<file path="src/rtl/sram_serial_burst_ctrl.sv">
// rtl/sram_serial_burst_ctrl.sv - serial host bridge to a single-port synchronous SRAM
// Frames arrive LSB first on SI; single/burst writes and reads, read data returned on SO.
module sram_serial_burst_ctrl #(
   parameter int DATA_WIDTH = 8,
   parameter int ADDR_WIDTH = 9,
   parameter int LEN_WIDTH  = 4
) (
   input  logic                  CLK,
   input  logic                  RST_N,
   input  logic                  BGN,
   input  logic                  SI,
   input  logic                  LOAD_N,
   input  logic [1:0]            CTRL,
   input  logic [DATA_WIDTH-1:0] PI,
   output logic                  RDY,
   output logic                  D_WE,
   output logic                  CEN,
   output logic                  SO,
   output logic                  SO_VLD,
   output logic [ADDR_WIDTH-1:0] A,
   output logic [DATA_WIDTH-1:0] PO
);

   localparam int DW = DATA_WIDTH;
   localparam int AW = ADDR_WIDTH;
   localparam int LW = LEN_WIDTH;
   localparam int SW = AW + ((DW > LW) ? DW : LW);
   localparam int CW = $clog2(SW);

   localparam logic [CW-1:0] LAST_SW = CW'(AW + DW - 1);
   localparam logic [CW-1:0] LAST_SR = CW'(AW - 1);
   localparam logic [CW-1:0] LAST_BR = CW'(AW + LW - 1);
   localparam logic [CW-1:0] LAST_WD = CW'(DW - 1);

   typedef enum logic [2:0] {IDLE, HDR, DAT, RD_REQ, RD_CAP, SHOUT, DONE} state_t;

   state_t          state_q;
   logic [1:0]      ctrl_q;
   logic [CW-1:0]   cnt_q;
   logic [SW-1:0]   sr_q, sr_d;
   logic [LW-1:0]   len_q;
   logic [DW-1:0]   osr_q, pf_q, po_q;
   logic [AW-1:0]   a_q;
   logic            cap_q, rdy_q, we_q, cen_q;
   logic [CW-1:0]   hdr_last;

   always_comb begin
      sr_d        = sr_q;
      sr_d[cnt_q] = SI;
   end

   always_comb begin
      hdr_last = LAST_BR;
      case (ctrl_q)
         2'b00:   hdr_last = LAST_SW;
         2'b01:   hdr_last = LAST_SR;
         default: hdr_last = LAST_BR;
      endcase
   end

   always_ff @(posedge CLK) begin
      if (!RST_N) begin
         state_q <= IDLE;
         ctrl_q  <= '0;
         cnt_q   <= '0;
         sr_q    <= '0;
         len_q   <= '0;
         osr_q   <= '0;
         pf_q    <= '0;
         po_q    <= '0;
         a_q     <= '0;
         cap_q   <= 1'b0;
         rdy_q   <= 1'b0;
         we_q    <= 1'b0;
         cen_q   <= 1'b0;
      end else begin
         // strobes are single-cycle pulses; PI is valid the cycle after a read access
         cen_q <= 1'b0;
         we_q  <= 1'b0;
         cap_q <= cen_q & ~we_q;
         if (cap_q) pf_q <= PI;
         case (state_q)
            IDLE: begin
               rdy_q <= 1'b0;
               cnt_q <= '0;
               osr_q <= '0;
               if (BGN) begin
                  ctrl_q  <= CTRL;
                  state_q <= HDR;
               end
            end
            HDR: begin
               if (!BGN) state_q <= IDLE;
               else if (!LOAD_N) begin
                  sr_q <= sr_d;
                  if (cnt_q == hdr_last) begin
                     cnt_q <= '0;
                     case (ctrl_q)
                        2'b00: begin
                           cen_q   <= 1'b1;
                           we_q    <= 1'b1;
                           a_q     <= sr_d[DW+AW-1:DW];
                           po_q    <= sr_d[DW-1:0];
                           state_q <= DONE;
                        end
                        2'b01: begin
                           cen_q   <= 1'b1;
                           a_q     <= sr_d[AW-1:0];
                           len_q   <= '0;
                           state_q <= RD_REQ;
                        end
                        2'b10: begin
                           a_q     <= sr_d[AW-1:0];
                           len_q   <= sr_d[AW+LW-1:AW];
                           state_q <= DAT;
                        end
                        default: begin
                           cen_q   <= 1'b1;
                           a_q     <= sr_d[AW-1:0];
                           len_q   <= sr_d[AW+LW-1:AW];
                           state_q <= RD_REQ;
                        end
                     endcase
                  end else cnt_q <= cnt_q + 1'b1;
               end
            end
            DAT: begin
               if (!BGN) state_q <= IDLE;
               else begin
                  if (we_q) a_q <= a_q + 1'b1;
                  if (!LOAD_N) begin
                     sr_q <= sr_d;
                     if (cnt_q == LAST_WD) begin
                        cnt_q <= '0;
                        cen_q <= 1'b1;
                        we_q  <= 1'b1;
                        po_q  <= sr_d[DW-1:0];
                        if (len_q == '0) state_q <= DONE;
                        else len_q <= len_q - 1'b1;
                     end else cnt_q <= cnt_q + 1'b1;
                  end
               end
            end
            RD_REQ: state_q <= BGN ? RD_CAP : IDLE;
            RD_CAP: begin
               if (!BGN) state_q <= IDLE;
               else begin
                  osr_q   <= PI;
                  cnt_q   <= '0;
                  state_q <= SHOUT;
                  if (len_q != '0) begin
                     cen_q <= 1'b1;
                     a_q   <= a_q + 1'b1;
                  end
               end
            end
            SHOUT: begin
               if (!BGN) state_q <= IDLE;
               else if (!LOAD_N) begin
                  if (cnt_q == LAST_WD) begin
                     cnt_q <= '0;
                     if (len_q == '0) begin
                        osr_q   <= {1'b0, osr_q[DW-1:1]};
                        rdy_q   <= 1'b1;
                        state_q <= DONE;
                     end else begin
                        osr_q <= pf_q;
                        len_q <= len_q - 1'b1;
                        if (len_q != LW'(1)) begin
                           cen_q <= 1'b1;
                           a_q   <= a_q + 1'b1;
                        end
                     end
                  end else begin
                     cnt_q <= cnt_q + 1'b1;
                     osr_q <= {1'b0, osr_q[DW-1:1]};
                  end
               end
            end
            DONE: begin
               if (!BGN) begin
                  rdy_q   <= 1'b0;
                  state_q <= IDLE;
               end else rdy_q <= 1'b1;
            end
            default: state_q <= IDLE;
         endcase
      end
   end

   assign RDY    = rdy_q;
   assign D_WE   = we_q;
   assign CEN    = cen_q;
   assign A      = a_q;
   assign PO     = po_q;
   assign SO     = osr_q[0];
   assign SO_VLD = (state_q == SHOUT) && BGN && !LOAD_N;

endmodule

</file>
<file path="config.mk">
export PLATFORM = sky130hd
export DESIGN_NAME = sram_serial_burst_ctrl
export DESIGN_NICKNAME = d
export VERILOG_FILES = /design/src/rtl/sram_serial_burst_ctrl.sv
export SDC_FILE = /design/constraint.sdc
export NUM_CORES = 1
export LEC_CHECK = 0
export CAP_MARGIN = 15
export CORE_MARGIN = 4
export CORE_UTILIZATION = 40
export CTS_CLUSTER_DIAMETER = 120
export DETAILED_ROUTE_END_ITERATION = 10
export GPL_TIMING_DRIVEN = 0
export PLACE_DENSITY = 0.62
export SLEW_MARGIN = 10
export SYNTH_ARGS = -nofsm -noshare
export SYNTH_HDL_FRONTEND = slang
export SYNTH_SLANG_ARGS = --single-unit
export TNS_END_PERCENT = 50
</file>
<file path="constraint.sdc">
create_clock -name CLK -period 1.8 [get_ports CLK]
set_input_delay 0.36 -clock CLK [delete_from_list [all_inputs] [get_ports CLK]]
set_output_delay 0.36 -clock CLK [all_outputs]
set_load 0.005 [all_outputs]
</file>
# After elaboration in Yosys (flattened, before gate mapping)
# Index checks and enable logic that the tools add are counted.
# totals
input_bits,15
out_inout_bits,22
register_bits,68
# op_classes
order_cmp,2
n_reduce_logical,25
mux,88
eq_ne,39
add_sub_neg,3
n_bitwise,3
# op_table
cell,n
$mux W9,13
$mux W8,12
$ne A2 B2 Y1 const B,21
$pmux W9 S4,1
$mux W5,7
$mux W3,11
$mux W4,7
$mux W1,24
$pmux W8 S3,1
$pmux W5 S4,1
$pmux W3 S6,1
$bwmux W17,1
$pmux W4 S2,2
$pmux W8 S2,1
$reduce_and A13 Y1,1
$reduce_bool A4 Y1,3
$pmux W5 S2,1
$add A9 B1 Y9 const B,1
$eq A3 B3 Y1 const B,3
$ne A3 B3 Y1 const B,3
$reduce_and A9 Y1,1
$reduce_and A8 Y1,1
$reduce_and A7 Y1,1
$eq A3 B2 Y1 const B,2
other kinds (32),40

# Depth between registers and ports, before layout
# Gate-level depths: netlist of run 1.
# depth
depth_word,10
ltp_mapped,9

# Worst setup path after synthesis of run 1
# OpenSTA, ideal clock, no wires.
# synth_path
path_type,register to register
start,register cnt_q[0]
end,register a_q[2] (netlist: A[2])
slack_ps,-30
stages_incl_launch_ff,7
arrival_time_ps,1699
n_path_buf,0
setup_time_ps,131
path_cell_list,dfxtp_1 -> ha_1 -> nand4bb_4 -> o31ai_1 -> o21ai_2 -> o311ai_0 -> o21ai_1
# synth_between
elab_chain_cells,10
elab_cells_between_ends,16
# synth_lines
element,line,rtl
"start, declared",39,logic [CW-1:0] cnt_q;
"start signal, assigned",124,end else cnt_q <= cnt_q + 1'b1;
"start signal, assigned",140,end else cnt_q <= cnt_q + 1'b1;
"start signal, assigned",175,cnt_q <= cnt_q + 1'b1;
$lt A5 B6 Y1 (not written as such) or $ge A5 B1 Y1 (tied branches),49,sr_d[cnt_q] = SI;
$logic_and A1 B1 Y1 (not written as such),49,
$mux W1 (not written as such),49,
$demux W1 S5,49,
$bwmux W17,49,
$mux W9,98,case (ctrl_q)
$mux W9,96,if (cnt_q == hdr_last) begin
$mux W9,94,else if (!LOAD_N) begin
$mux W9,93,if (!BGN) state_q <= IDLE;
$pmux W9 S4,82,case (state_q)
"end signal, assigned",102,a_q <= sr_d[DW+AW-1:DW];
"end signal, assigned",108,a_q <= sr_d[AW-1:0];
"end signal, assigned",113,a_q <= sr_d[AW-1:0];
"end, declared",43,logic [AW-1:0] a_q;
# Parallel ways exist; a longest one is shown, timed or not. The select of a mux whose other input is x is not followed.
# A chain may end at the register's enable or synchronous reset.

# Final worst setup path of run 1
# layout_path
start,register cnt_q[0]
end,register a_q[3] (netlist: A[3])
# The elaborated chain is that of the path after synthesis.

==> results.json, run 1 <==
{
  "fillers": 891,
  "p_total_mw": 4.18,
  "whs_endpoint": "state_q[2]$_SDFFE_PN0P_",
  "pre_cts_slack_ns": -0.595,
  "ys_ff_latch": 68,
  "hp-class": "in2reg",
  "rsz0062_at_grt": "true",
  "post-route-min-period_ns": 1.89,
  "worst_slack_ns": -0.0946,
  "synth_common_cells": "dfxtp_1 (68), nor2_1 (60), mux2i_1 (41), nand2_1 (33), a211oi_1 (32)",
  "cts_buffer_depth": 2,
  "ant_nets": 0,
  "syn-cell-area_um2": 4130,
  "p_per_area_nw_per_um2": 718,
  "ff2ff_setup_slack_ns": -0.09,
  "nNetsFinal": 574,
  "io_buffers": 34,
  "fp.dieH_um": 110,
  "end_kind": "flip-flop",
  "grt_overflow": 0,
  "diodes": 0,
  "hold_start": "BGN",
  "ios": 37,
  "design.die.area_um2": 12000,
  "slew_viol_final": 0,
  "hold_viol": 0,
  "synth_most_common_cell": "dfxtp_1",
  "synth_seq_area_share_pct": 33.0,
  "rr_startpoint": "cnt_q[0]$_SDFFE_PN0P_",
  "synth_top_cell_by_area": "dfxtp_1",
  "critPathArrivalTime_ns": 2.14,
  "area_delta_synth_final_pct": 41.0,
  "worstSetupPathType": "reg2reg",
  "required_ns": 2.04,
  "grt_pass1_wl_mm": 20.7,
  "grt_max_degree": 13,
  "async_reset_ff_share_pct": 0,
  "p_comb_share_pct": 20.6,
  "first_global_vias": 3928,
  "synthesis.nets": 495,
  "wl_per_cell_um": 18.9,
  "drt_iter0_markers": 285,
  "p_leak_nw": 2.05,
  "p_switching_mw": 1.16,
  "synthesis.instances": 473,
  "gp_congestion": 0.868,
  "antenna_found_initial": 0,
  "p_int_mw": 3.02,
  "drcViolationCount": 0,
  "min_path_cells": 3,
  "track_usage_pct": 21.9,
  "start_kind": "flip-flop",
  "cts.clk_slew.worst_paths_ns": 0.08,
  "cts_buffers": 9,
  "crit_start": "cnt_q[0]$_SDFFE_PN0P_",
  "pwr-share-seq_pct": 38.8,
  "wirelength_mm": 13.0,
  "via_per_inst": 5.88,
  "clock_latency_ns": 0.36,
  "clkPwrFrac_pct": 40.6,
  "core_area_um2": 9910,
  "fmax_mhz": 528,
  "reg2reg_to": "A[3]$_SDFFE_PN0P_",
  "cts_tree": "yes",
  "peakVddDrop_mv": 0.488,
  "setup_viol": 13,
  "h-tree-depth": 3,
  "yosys_warnings": 0,
  "die_w_um": 110,
  "via_count": 4049,
  "cts-root-buf": "clkbuf_8",
  "cp_max_fo": 7,
  "ctsHoldBuffers": 0,
  "drive_gt1_share_pct": 35.8,
  "fin_worst_skew_ns": 0.0108,
  "place.detailed.hpwl_mm": 8.61,
  "period_share_pct": 105,
  "synth_flop_cell": "dfxtp_1",
  "row_count": 36,
  "maxSlewHeadroom_pct": 49.6,
  "tightest_slew_ns": 0.756,
  "synth_edf_count": 0,
  "netlist.area_leader.share_pct": 33.0,
  "reg2reg_depth": 7,
  "clkSinkCount": 68,
  "synth.area.top_cells": "dfxtp_1 (33%), mux2i_1 (9.9%), a211oi_1 (5.8%), nor2_1 (5.5%), nand2_1 (3.0%)",
  "switching_share_pct": 27.8,
  "start_util_pct": 41.6,
  "synth.avg_cell_area_um2": 8.72,
  "status": "complete, but fails checks",
  "synth_cell_types": 69,
  "violations": "negative setup slack",
  "dr.pass1.iters": 5,
  "drv_cap": 0
}
-- cell usage in the layout, fill, tap and decap left out, types with 6 or more instances in the layout --
cell / instances
a211oi_1: 15
a211oi_2: 19
a21oi_1: 15
a22oi_2: 7
and4bb_2: 6
buf_4: 36
buf_6: 11
clkbuf_1: 9
clkbuf_8: 9
clkdlybuf4s50_1: 32
dfxtp_1: 57
dfxtp_4: 6
inv_1: 7
mux2i_1: 31
mux2i_2: 7
nand2_1: 33
nand3_1: 10
nor2_1: 54
nor2_2: 6
nor3_1: 8
o211ai_1: 8
o21ai_0: 9
o21ai_1: 6
o22ai_1: 6
-- through the flow --
stage / utilization (%) / std cells / instance area [um^2] / TNS [ns] / hold WS (ns)
2_1_floorplan: - / 473 / 4130 / 0 / 0.426
3_3_place_gp: 46.8 / 640 / 4630 / -22.94 / 0.420
3_5_place_dp: 46.8 / 640 / 4630 / -23.48 / 0.429
4_1_cts: 54.8 / 673 / 5430 / -0.327 / 0.301
5_1_grt: 58.7 / 689 / 5820 / -2.34 / 0.323
6_report: 58.7 / 689 / 5820 / -0.608 / 0.305
-- routing by layer --
layer,vias to the layer above,GRT usage (%),wire length (um)
met1,1959,30.6,6120
li1,1938,-,-
met3,10,4.70,757
met4,0,4.63,160
met2,142,34.8,5960
met5,-,0,0
-- power by group through the flow --
stage | Combinational, mW | Clock, mW | Sequential (mW)
global route | 0.927 | 1.78 | 1.63
CTS | 0.746 | 1.72 | 1.62
detailed placement | 0.640 | 0 | 1.65
finish | 0.862 | 1.70 | 1.62
floorplan | 0.425 | 0 | 1.64
global placement | 0.632 | 0 | 1.64
-- logic make-up after synthesis --
kind of cell,count (synthesis),share of synthesized area (%)
compound gates,128,23.1
xor+xnor,3,0.637
fa+ha+maj,7,2.12
buf+inv,48,5.64
flops,68,33.0
mux,48,11.9
simple gates,171,23.6
-- cell type report --
class	count	area, um^2	share of cell area [%]
Clock buffer	9	124	2.13
Clock inverter	6	138	2.37
Sequential cell	68	1390	23.9
Buffer	35	251	4.32
Tap cell	133	166	2.86
Timing Repair Buffer	69	644	11.1
Inverter	11	41.3	0.710
Multi-Input combinational cell	358	3060	52.6
-- critical path, stage by stage (launching register included) --
cell and delay [ns]:
dfxtp_4 0.40, ha_4 0.20, nand4bb_4 0.20, o31ai_4 0.42, buf_4 0.20, o21ai_4 0.08, a211oi_2 0.20, o22ai_1 0.08
-- worst max path at each step --
stage	end	cells after the start	slack, ns
after global routing	A[1]$_SDFFE_PN0P_	6	-0.16
after CTS	A[1]$_SDFFE_PN0P_	6	-0.07
final	A[3]$_SDFFE_PN0P_	7	-0.09
after floorplan	A[2]$_SDFFE_PN0P_	6	0.01
after detailed placement	sr_q[3]$_SDFFE_PN0P_	7	-0.60
after global placement	sr_q[16]$_SDFFE_PN0P_	7	-0.57
-- timing repair --
action | CTS | global route
resized for setup | 98 | 73
pin swaps | 11 | 31
endpoints found under the setup margin | 53 | 55
setup buffers | 18 | 16
gates cloned | 1 | 1
-- sequential cells by signal, summed over array words and instances (netlist names), 2 cells and up --
register / flops
state_q: 3
A: 9
cnt_q: 5
osr_q: 8
sr_q: 17
pf_q: 8
PO: 8
len_q: 4
ctrl_q: 2
(Power assumes the default switching activity.)
==> run 2, diff against run 1 <==
--- a/config.mk
+++ b/config.mk
@@ -7,12 +7,12 @@
 export LEC_CHECK = 0
 export CAP_MARGIN = 15
 export CORE_MARGIN = 4
-export CORE_UTILIZATION = 40
+export CORE_UTILIZATION = 25
 export CTS_CLUSTER_DIAMETER = 120
 export DETAILED_ROUTE_END_ITERATION = 10
 export GPL_TIMING_DRIVEN = 0
-export PLACE_DENSITY = 0.62
-export SLEW_MARGIN = 10
+export PLACE_DENSITY = 0.44
+export SLEW_MARGIN = 20
 export SYNTH_ARGS = -nofsm -noshare
 export SYNTH_HDL_FRONTEND = slang
 export SYNTH_SLANG_ARGS = --single-unit
==> results.json, run 2 (synthesized netlist as in run 1, its figures left out) <==
{
  "status": "complete, but fails checks",
  "violations": "negative setup slack",
  "die_w_um": 136,
  "largest_register": "sr_q",
  "h-tree-depth": 3,
  "ios": 37,
  "cts_tree": "yes",
  "design.die.area_um2": 18600,
  "slew_viol_final": 0,
  "start_util_pct": 25.8,
  "grt_pass1_wl_mm": 22.8,
  "pre_cts_slack_ns": -0.604,
  "first_global_vias": 4046,
  "cts.clk_slew.worst_paths_ns": 0.06,
  "drcViolationCount": 0,
  "cts-root-buf": "clkbuf_16",
  "met1Wirelength_mm": 7.13,
  "critPathArrivalTime_ns": 2.06,
  "diodes": 0,
  "p_int_mw": 3.16,
  "antenna_found_initial": 0,
  "hp-class": "in2reg",
  "largest_register_ffs": 17,
  "place.detailed.hpwl_mm": 9.42,
  "rsz0062_at_grt": "true",
  "fmax_mhz": 532,
  "ctsHoldBuffers": 0,
  "required_ns": 1.98,
  "clock_latency_ns": 0.34,
  "p_per_area_nw_per_um2": 690,
  "start_kind": "flip-flop",
  "ant_nets": 0,
  "worst_slack_ns": -0.0781,
  "grt_max_degree": 12,
  "grt_overflow": 0,
  "drive_gt1_share_pct": 41.5,
  "p_switching_mw": 1.28,
  "pwr-share-seq_pct": 36.6,
  "layout_commonest_cell": "dfxtp_1",
  "post-route-min-period_ns": 1.88,
  "track_usage_pct": 15.8,
  "row_count": 46,
  "clkPwrFrac_pct": 41.9,
  "gp_congestion": 0.884,
  "fp.dieH_um": 136,
  "p_leak_nw": 2.25,
  "wirelength_mm": 14.7,
  "area_delta_synth_final_pct": 55.8,
  "wl_per_cell_um": 18.6,
  "nNetsFinal": 595,
  "wl_met3_um": 629,
  "cp_max_fo": 8,
  "tightest_slew_ns": 0.792,
  "cts_buffers": 9,
  "p_comb_share_pct": 21.5,
  "cts_buffer_depth": 2,
  "clkSinkCount": 68,
  "routed-wl-met2_mm": 6.60,
  "p_total_mw": 4.44,
  "design_area_um2": 6430,
  "period_share_pct": 104,
  "end_kind": "flip-flop",
  "placed_cell_area_um2": 4740,
  "dr.pass1.iters": 5,
  "fin_worst_skew_ns": 0.00737,
  "maxSlewHeadroom_pct": 47.2,
  "drv_cap": 0,
  "hold_viol": 0,
  "via_count": 4134,
  "setup_viol": 21,
  "top_layer": "met4",
  "switching_share_pct": 28.8,
  "worstSetupPathType": "reg2reg",
  "layout_common_cells": "dfxtp_1 (56), nor2_1 (54), buf_4 (47), nand2_1 (32)",
  "core_area_um2": 16000,
  "io_buffers": 34,
  "peakVddDrop_mv": 0.388,
  "drt_iter0_markers": 361,
  "via_per_inst": 5.21
}
[run 2: cell types whose count changed in the layout (fill, tap and decap cells not counted), sizes merged]
cell and change:
buf +19, bufinv -3, clkbuf +4, clkdlybuf4s15 +1
clkdlybuf4s50 -1, clkinvlp +2, dlymetal6s2s +1, inv -1
[run 2: area by class of cell]
class	instances	area, um^2
Fill cell	1634	9570
Multi-Input combinational cell	358	3270
Sequential cell	68	1390
Timing Repair Buffer	89	855
Buffer	36	290
Tap cell	216	270
Clock buffer	12	256
Inverter	11	50.0
Clock inverter	4	47.5
[run 2: per-stage QoR]
step	setup TNS [ns]	instances	utilization, %	hold WS (ns)
2_1_floorplan	0	473	-	0.426
3_3_place_gp	-24.14	723	29.6	0.445
3_5_place_dp	-24.39	723	29.6	0.454
4_1_cts	-0.690	782	37.1	0.331
5_1_grt	-2.62	794	40.2	0.380
6_report	-0.563	794	40.2	0.351
[run 2: path summary, 6_finish.rpt]
check | from | endpoint | slack, ns | cells after the start
max | state_q[2]$_SDFFE_PN0P_ | A[1]$_SDFFE_PN0P_ | -0.08 | 7
min reg2reg | RDY$_SDFFE_PN0P_ | RDY$_SDFFE_PN0P_ | 0.46 | 2
max reg2reg | state_q[2]$_SDFFE_PN0P_ | A[1]$_SDFFE_PN0P_ | -0.08 | 7
min | BGN | state_q[2]$_SDFFE_PN0P_ | 0.35 | 3
[run 2: repair_timing]
action                                  in CTS  in global routing
setup buffers                               41                 13
pin swaps                                   30                 37
cloned                                       2                  0
endpoints found under the setup margin      56                 55
gates resized for setup                    124                 98
hold endpoints to repair                     0                  0
[run 2: power by group through the flow]
stage / clock network [mW] / registers (mW) / logic (mW)
after floorplan: 0 / 1.64 / 0.425
after global placement: 0 / 1.65 / 0.653
after detailed placement: 0 / 1.65 / 0.654
after CTS: 1.88 / 1.62 / 0.822
after global routing: 1.95 / 1.63 / 1.02
final: 1.86 / 1.63 / 0.954
[run 2: metal layers]
layer | vias to the layer above | track usage, %
li1 | 1982 | -
met1 | 2014 | 22.5
met2 | 112 | 23.7
met3 | 26 | 2.07
met4 | 0 | 6.66
met5 | - | 0
[run 2: worst max-delay path, cell delays in order, from the launching register on]
cell	delay (ns)
dfxtp_2	0.32
buf_6	0.12
buf_8	0.14
or3b_4	0.41
o21ai_4	0.23
o21ai_4	0.12
a311oi_1	0.27
a211oi_1	0.10
==> run 3, diff against run 2 <==
--- a/config.mk
+++ b/config.mk
@@ -10,6 +10,7 @@
 export CORE_UTILIZATION = 25
 export CTS_CLUSTER_DIAMETER = 120
 export DETAILED_ROUTE_END_ITERATION = 10
+export GPL_ROUTABILITY_DRIVEN = 0
 export GPL_TIMING_DRIVEN = 0
 export PLACE_DENSITY = 0.44
 export SLEW_MARGIN = 20
==> results of run 3 <==
Final layout, timing and power as in run 2 (identical DEF).
